`src/rtl/twiddle_rom_seq_if.sv`:
```
// Twiddle sequencer bus: sweep control toward the sequencer and packed twiddle
// lanes back to the butterfly datapath.
//   master : drives START/STAGE/INV/STALL, receives OR/OI/VLD/RDY/BUSY
//   slave  : the sequencer side
interface twiddle_rom_seq_if #(
   parameter int NB    = 9,
   parameter int LANES = 4,
   parameter int SW    = 2
);
   logic                START;
   logic [SW-1:0]       STAGE;
   logic                INV;
   logic                STALL;
   logic [NB*LANES-1:0] OR;
   logic [NB*LANES-1:0] OI;
   logic                VLD;
   logic                RDY;
   logic                BUSY;

   modport master (output START, STAGE, INV, STALL,
                   input  OR, OI, VLD, RDY, BUSY);
   modport slave  (input  START, STAGE, INV, STALL,
                   output OR, OI, VLD, RDY, BUSY);
endinterface

```
`src/rtl/twiddle_rom_seq.sv`:
```
// Twiddle-factor sequencer for the radix-4 pipelined FFT.
// Streams LANES packed twiddle pairs per group over G = NPT/LANES groups, each
// group presented for HOLD non-stalled cycles. Per-stage group aliasing clears
// the low min(2*STAGE, log2 G) group bits; INV conjugates (flips the sign of
// non-zero imaginary parts).
// Tables are supplied as packed parameters, entry n at [NB*(n+1)-1:NB*n].
// Ports:
//   CLK  clock, rising edge
//   RST  synchronous reset, active-high, dominates everything
//   bus  slave side of twiddle_rom_seq_if
//        START/STAGE/INV : begin or restart a sweep (STAGE/INV sampled here)
//        STALL           : freeze sweep and outputs
//        OR/OI           : registered real/imag lanes, lane k at [NB*(k+1)-1:NB*k]
//        VLD/BUSY        : valid group / sweep in progress
//        RDY             : pulse on the final output cycle of a completed sweep
module twiddle_rom_seq #(
   parameter int                  NB     = 9,
   parameter int                  LANES  = 4,
   parameter int                  NPT    = 32,
   parameter int                  HOLD   = 4,
   parameter int                  SW     = 2,
   parameter logic [NPT*NB-1:0]   WR_TAB = '0,
   parameter logic [NPT*NB-1:0]   WI_TAB = '0
) (
   input  logic              CLK,
   input  logic              RST,
   twiddle_rom_seq_if.slave  bus
);
   localparam int G  = NPT / LANES;
   localparam int GW = (G > 1) ? $clog2(G) : 1;
   localparam int HW = (HOLD > 1) ? $clog2(HOLD) : 1;

   typedef enum logic {IDLE, RUN} state_t;

   state_t                       state, state_nx;
   logic [GW-1:0]                grp, grp_nx, ld_grp, ga;
   logic [HW-1:0]                hold, hold_nx;
   logic [SW-1:0]                stg_q, stg_nx;
   logic                         inv_q, inv_nx, ld_inv;
   logic                         vld_q, vld_nx, busy_q, busy_nx;
   logic                         load, rdy, last;
   logic [LANES-1:0][NB-1:0]     or_q, oi_q, or_d, oi_d;
   int                           sh;

   assign last = (grp == GW'(G - 1)) && (hold == HW'(HOLD - 1));

   always_comb begin
      state_nx = state;
      grp_nx   = grp;
      hold_nx  = hold;
      stg_nx   = stg_q;
      inv_nx   = inv_q;
      vld_nx   = vld_q;
      busy_nx  = busy_q;
      load     = 1'b0;
      ld_grp   = grp;
      ld_inv   = inv_q;
      rdy      = 1'b0;
      case (state)
         IDLE: begin
            // First group appears one edge later (fill cycle with VLD=0).
            if (bus.START) begin
               state_nx = RUN;
               grp_nx   = '0;
               hold_nx  = '0;
               stg_nx   = bus.STAGE;
               inv_nx   = bus.INV;
            end
         end
         RUN: begin
            if (bus.START) begin
               // Restart: group 0 always maps to address 0, so load it now
               // with the freshly sampled INV.
               grp_nx  = '0;
               hold_nx = '0;
               stg_nx  = bus.STAGE;
               inv_nx  = bus.INV;
               load    = 1'b1;
               ld_grp  = '0;
               ld_inv  = bus.INV;
               vld_nx  = 1'b1;
               busy_nx = 1'b1;
            end else if (!bus.STALL) begin
               if (!vld_q) begin
                  load    = 1'b1;
                  vld_nx  = 1'b1;
                  busy_nx = 1'b1;
               end else if (last) begin
                  rdy      = 1'b1;
                  state_nx = IDLE;
                  vld_nx   = 1'b0;
                  busy_nx  = 1'b0;
                  grp_nx   = '0;
                  hold_nx  = '0;
               end else if (hold == HW'(HOLD - 1)) begin
                  hold_nx = '0;
                  grp_nx  = grp + 1'b1;
                  load    = 1'b1;
                  ld_grp  = grp + 1'b1;
               end else begin
                  hold_nx = hold + 1'b1;
               end
            end
         end
         default: state_nx = IDLE;
      endcase
   end

   // Stage aliasing: clear the low min(2*STAGE, log2 G) bits of the group.
   always_comb begin
      sh = 2 * int'(stg_q);
      if (sh > GW) sh = GW;
      ga = '0;
      for (int b = 0; b < GW; b++)
         if (b >= sh) ga[b] = ld_grp[b];
   end

   for (genvar k = 0; k < LANES; k++) begin : g_lane
      logic [NB-1:0] raw_r, raw_i;
      assign raw_r   = WR_TAB[NB*(LANES*int'(ga) + k) +: NB];
      assign raw_i   = WI_TAB[NB*(LANES*int'(ga) + k) +: NB];
      assign or_d[k] = raw_r;
      // Zero magnitude keeps its encoding; only non-zero values change sign.
      assign oi_d[k] = (ld_inv && raw_i[NB-2:0] != '0) ?
                       {~raw_i[NB-1], raw_i[NB-2:0]} : raw_i;
   end

   always_ff @(posedge CLK) begin
      if (RST) begin
         state  <= IDLE;
         grp    <= '0;
         hold   <= '0;
         stg_q  <= '0;
         inv_q  <= 1'b0;
         vld_q  <= 1'b0;
         busy_q <= 1'b0;
         or_q   <= '0;
         oi_q   <= '0;
      end else begin
         state  <= state_nx;
         grp    <= grp_nx;
         hold   <= hold_nx;
         stg_q  <= stg_nx;
         inv_q  <= inv_nx;
         vld_q  <= vld_nx;
         busy_q <= busy_nx;
         if (load) begin
            or_q <= or_d;
            oi_q <= oi_d;
         end
      end
   end

   assign bus.OR   = or_q;
   assign bus.OI   = oi_q;
   assign bus.VLD  = vld_q;
   assign bus.BUSY = busy_q;
   assign bus.RDY  = rdy & ~RST;
endmodule

```
`src/flat_wrapper.sv`:
```
// flat-port wrapper written by rule: the top's interface ports become plain ports
module twiddle_rom_seq_flat 
#(
   parameter int                  NB     = 9,
   parameter int                  LANES  = 4,
   parameter int                  NPT    = 32,
   parameter int                  HOLD   = 4,
   parameter int                  SW     = 2,
   parameter logic [NPT*NB-1:0]   WR_TAB = '0,
   parameter logic [NPT*NB-1:0]   WI_TAB = '0
)
  (CLK, RST, bus_START, bus_STAGE, bus_INV, bus_STALL, bus_OR, bus_OI, bus_VLD, bus_RDY, bus_BUSY);
  twiddle_rom_seq_if #(.NB(NB), .LANES(LANES), .SW(SW)) bus_i ();
  input  logic CLK;
  input  logic RST;
  input wire logic [$bits(bus_i.START)-1:0] bus_START;
  input wire logic [$bits(bus_i.STAGE)-1:0] bus_STAGE;
  input wire logic [$bits(bus_i.INV)-1:0] bus_INV;
  input wire logic [$bits(bus_i.STALL)-1:0] bus_STALL;
  output wire logic [$bits(bus_i.OR)-1:0] bus_OR;
  output wire logic [$bits(bus_i.OI)-1:0] bus_OI;
  output wire logic [$bits(bus_i.VLD)-1:0] bus_VLD;
  output wire logic [$bits(bus_i.RDY)-1:0] bus_RDY;
  output wire logic [$bits(bus_i.BUSY)-1:0] bus_BUSY;
  assign bus_i.START = bus_START;
  assign bus_i.STAGE = bus_STAGE;
  assign bus_i.INV = bus_INV;
  assign bus_i.STALL = bus_STALL;
  assign bus_OR = bus_i.OR;
  assign bus_OI = bus_i.OI;
  assign bus_VLD = bus_i.VLD;
  assign bus_RDY = bus_i.RDY;
  assign bus_BUSY = bus_i.BUSY;
  twiddle_rom_seq #(.NB(NB), .LANES(LANES), .NPT(NPT), .HOLD(HOLD), .SW(SW), .WR_TAB(WR_TAB), .WI_TAB(WI_TAB)) u_core (.CLK(CLK), .RST(RST), .bus(bus_i));
endmodule
```
`config.mk`:
```
export PLATFORM = sky130hd
export DESIGN_NAME = twiddle_rom_seq_flat
export DESIGN_NICKNAME = d
export VERILOG_FILES = /design/src/rtl/twiddle_rom_seq_if.sv /design/src/rtl/twiddle_rom_seq.sv /design/src/flat_wrapper.sv
export SDC_FILE = /design/constraint.sdc
export NUM_CORES = 1
export LEC_CHECK = 0
export ABC_CLOCK_PERIOD_IN_PS = 3100
export CAP_MARGIN = 5
export CORE_ASPECT_RATIO = 1.2
export CORE_MARGIN = 3
export CORE_UTILIZATION = 34
export CTS_CLUSTER_DIAMETER = 80
export DETAILED_ROUTE_END_ITERATION = 7
export HOLD_SLACK_MARGIN = 0.15
export MAX_ROUTING_LAYER = met4
export PLACE_DENSITY = 0.95
export SLEW_MARGIN = 0
export SYNTH_ARGS = -nofsm -noshare
export SYNTH_HDL_FRONTEND = slang
export SYNTH_SLANG_ARGS = --single-unit
```
`constraint.sdc`:
```
create_clock -name CLK -period 3.1 [get_ports CLK]
set_clock_uncertainty 0.1 [all_clocks]
set_input_delay 0.62 -clock CLK [delete_from_list [all_inputs] [get_ports CLK]]
set_output_delay 0.62 -clock CLK [all_outputs]
set_load 0.05 [all_outputs]
```
==> run_summary.xml <==
<?xml version="1.0" encoding="UTF-8"?>
<metrics>
  <group name="outcome">
    <metric name="outcome" unit="">complete, no violations</metric>
  </group>
  <group name="final_layout">
    <metric name="total_nets_final" unit="">136</metric>
    <metric name="layout.filler_cells" unit="">299</metric>
    <metric name="finish.utilization" unit="%">31.0</metric>
    <metric name="area.sequential" unit="um^2">160</metric>
    <metric name="antenna_cells" unit="">0</metric>
    <metric name="layout_commonest_cell" unit="">conb_1</metric>
    <metric name="layout.cells.most_common_list" unit="">72 x conb_1, 8 x dfxtp_1, 6 x a21oi_1</metric>
    <metric name="multi_input_comb_area" unit="um^2">493</metric>
    <metric name="syn_to_final_growth" unit="%">-15.2</metric>
    <metric name="final_layout_size_suffix_gt1_share" unit="%">4.84</metric>
  </group>
  <group name="sta">
    <metric name="final.setup.tns" unit="ps">0</metric>
    <metric name="fin_crit_sh" unit="%">82.7</metric>
    <metric name="timing_hold_violations_final" unit="">0</metric>
    <metric name="min_period" unit="ps">2560</metric>
    <metric name="slew_viol_final" unit="">0</metric>
    <metric name="tightest_slew" unit="ps">506</metric>
    <metric name="timing.fmax" unit="MHz">390</metric>
    <metric name="relSlewSlack" unit="%">66.1</metric>
    <metric name="setup-violations-final" unit="">0</metric>
    <metric name="grt_setup_unrepaired" unit="">no</metric>
    <metric name="setup_ws" unit="ps">535</metric>
  </group>
  <group name="placement">
    <metric name="post-place-ws" unit="ps">526</metric>
    <metric name="dp_hpwl" unit="um">961</metric>
    <metric name="port-buffer-count" unit="">6</metric>
    <metric name="placer_congestion_estimate" unit="">0.771</metric>
  </group>
  <group name="routing">
    <metric name="wl_met1" unit="um">322</metric>
    <metric name="dr_total_vias" unit="">533</metric>
    <metric name="final_antenna_net_count" unit="">0</metric>
    <metric name="routed_wire_length_per_instance" unit="um">7.01</metric>
    <metric name="drt_drc_violations_left" unit="">0</metric>
    <metric name="detailedRoute.firstIterationViolations" unit="">9</metric>
    <metric name="drt_first_pass_iters" unit="">4</metric>
    <metric name="detail_route.wirelength" unit="mm">1.10</metric>
    <metric name="wl_met3" unit="um">195</metric>
    <metric name="maxUsedRoutingLayer" unit="">met4</metric>
    <metric name="detail_route.vias_per_cell" unit="">3.39</metric>
    <metric name="detailroute.wirelength.met2" unit="um">547</metric>
  </group>
  <group name="worst_hold_path">
    <metric name="worst_hold_path_type" unit="">flop to flop</metric>
    <metric name="holdPathEnd" unit="">u_core.grp[2]</metric>
    <metric name="worstHoldStart" unit="">u_core.grp[2]</metric>
    <metric name="worst_hold_path.num_cells" unit="">2</metric>
  </group>
  <group name="die">
    <metric name="initial_core_util" unit="%">36.5</metric>
    <metric name="die_width" unit="um">54.0</metric>
    <metric name="fp.coreArea" unit="um^2">2580</metric>
    <metric name="dieArea" unit="um^2">3440</metric>
    <metric name="num_rows" unit="">20</metric>
    <metric name="floorplan.die.height" unit="um">63.6</metric>
    <metric name="ports" unit="">82</metric>
  </group>
  <group name="critical_path">
    <metric name="crit_family" unit="">buffers and inverters</metric>
    <metric name="setup.worst_path.start_class" unit="">primary input</metric>
    <metric name="cp_data_arrival_time" unit="ps">1840</metric>
    <metric name="worst-path-buf-inv" unit="">2</metric>
    <metric name="max_incr_delay_on_cp" unit="ps">460</metric>
    <metric name="worst-setup-path-type" unit="">primary input to primary output</metric>
    <metric name="cell_by_cell_trace_of_the_critical_path" unit="">clkdlybuf4s50_1 &gt; nand4b_1 &gt; nor4_2 &gt; buf_12</metric>
    <metric name="worstPathMaxFanout" unit="">5</metric>
    <metric name="reg2reg_slack" unit="ps">1710</metric>
    <metric name="cp-startpoint" unit="">bus_STALL</metric>
    <metric name="r2r_start" unit="">u_core.grp[0]</metric>
    <metric name="critical_path.reg2reg.endpoint" unit="">u_core.bus.BUSY</metric>
    <metric name="slowest_stage" unit="">clkdlybuf4s50_1</metric>
    <metric name="end_kind" unit="">primary output</metric>
    <metric name="rr_worst_depth" unit="">5</metric>
    <metric name="worst-endpoint-required" unit="ps">2380</metric>
  </group>
  <group name="clock_tree">
    <metric name="clock_root_buffer_master" unit="">clkbuf_4</metric>
    <metric name="clock_latency_on_the_worst_skew_pair" unit="ps">250</metric>
    <metric name="tritoncts_num_sinks" unit="">8</metric>
    <metric name="cts_tree" unit="">yes</metric>
    <metric name="holdBufCountCts" unit="">0</metric>
    <metric name="numCtsBuffers" unit="">3</metric>
    <metric name="worst_setup_hold_path_clk_slew" unit="ps">50</metric>
    <metric name="h-tree-depth" unit="">1</metric>
    <metric name="post_cts.repair.setup_buffers" unit="">0</metric>
    <metric name="clockBufferDepth" unit="">2</metric>
    <metric name="post_cts_resize_count" unit="">0</metric>
  </group>
  <group name="logic_synthesis">
    <metric name="synth.distinct_cells" unit="">21</metric>
    <metric name="synth.ff_latch_count" unit="">8</metric>
    <metric name="ys_async_sr_fraction" unit="%">0</metric>
    <metric name="synth.yosys.seq_area_share" unit="%">17.0</metric>
    <metric name="synth_edf_count" unit="">0</metric>
    <metric name="post_synth_inst_count" unit="">117</metric>
    <metric name="netlist_area" unit="um^2">941</metric>
    <metric name="ys_warn_count" unit="">0</metric>
    <metric name="commonest_register_cell_after_synthesis" unit="">dfxtp_1</metric>
    <metric name="syn_avg_cell_area" unit="um^2">8.04</metric>
  </group>
  <group name="grt">
    <metric name="antenna_found_initial" unit="">0</metric>
    <metric name="global_route.overflow_total" unit="">0</metric>
    <metric name="grt_first_pass_wirelength" unit="mm">1.50</metric>
    <metric name="grt_pass1_vias" unit="">382</metric>
    <metric name="gr-usage-all-layers" unit="%">6.09</metric>
    <metric name="grt_start_max_net_pins" unit="">11</metric>
  </group>
  <group name="power">
    <metric name="vdd_ir_drop_max" unit="uV">254</metric>
    <metric name="power.leakage" unit="nW">0.421</metric>
    <metric name="p_per_area" unit="nW/um^2">508</metric>
  </group>
  <group name="flow_run">
    <metric name="timing.max_cap.violations" unit="">0</metric>
  </group>
</metrics>
## Yosys cell counts, drive strengths merged (2+ instances only)
cell | number | share of area [%]
o211ai | 2 | 1.6
nor2 | 3 | 1.2
nor3 | 5 | 2.7
nand3 | 3 | 1.6
a21oi | 6 | 3.2
ha | 3 | 4.0
dfxtp | 8 | 17
nand4b | 2 | 1.9
buf | 74 | 59
mux2i | 2 | 2.1
## final cells by class
| type | count | share of cell area (%) |
|---|---|---|
| multi-input combinational | 105 | 61.8 |
| sequential | 8 | 20.1 |
| timing repair buffer | 7 | 9.72 |
| tap | 33 | 5.17 |
| clock buffer | 3 | 2.82 |
| inverter | 1 | 0.470 |
## cell families after synthesis
group / Yosys count / synth area share (%)
and+or+nand+nor: 17 / 9.97
DFF: 8 / 17.0
AOI/OAI and AO/OA: 11 / 6.91
adders and majority gates: 3 / 3.99
buffers and inverters: 75 / 59.6
other: 1 / 0.399
muxes: 2 / 2.13
## registers in the layout (all words and copies together), names as in the netlist
signal / flops
u_core.state: 1
u_core.bus.VLD: 1
u_core.hold: 2
u_core.grp: 3
u_core.bus.BUSY: 1
## worst min-delay path: stages, from the launching register on
cell and delay [ps]:
dfxtp_1 310, nand3_1 60, a21oi_1 60
## metrics by stage
step	hold WS [ps]	std cells	cell area, um^2	power, mW
after detailed placement	374	154	776	0.328
after global placement	359	154	776	0.327
after global routing	424	157	798	0.424
after CTS	382	157	798	0.409
final	375	157	798	0.406
after floorplan	352	188	1210	0.388
## report_power, final
| part | internal [mW] | total (mW) | switching [mW] |
|---|---|---|---|
| Sequential | 0.106 | 0.110 | 0.00334 |
| Clock | 0.0442 | 0.0777 | 0.0335 |
| Combinational | 0.0117 | 0.218 | 0.207 |
## routing by layer
metal	GRT usage (%)	vias up
li1	-	251
met1	5.58	229
met2	9.55	49
met3	2.13	4
met4	5.30	0
met5	-	-
## worst max path at each step
stage / cells past startpoint / slack (ps) / to
2_1_floorplan: 2 / 560 / bus_RDY
3_3_place_gp: 4 / 520 / bus_RDY
3_5_place_dp: 4 / 530 / bus_RDY
4_1_cts: 4 / 530 / bus_RDY
5_1_grt: 4 / 450 / bus_RDY
6_report: 4 / 540 / bus_RDY
Power figures use the tool's default switching activity.
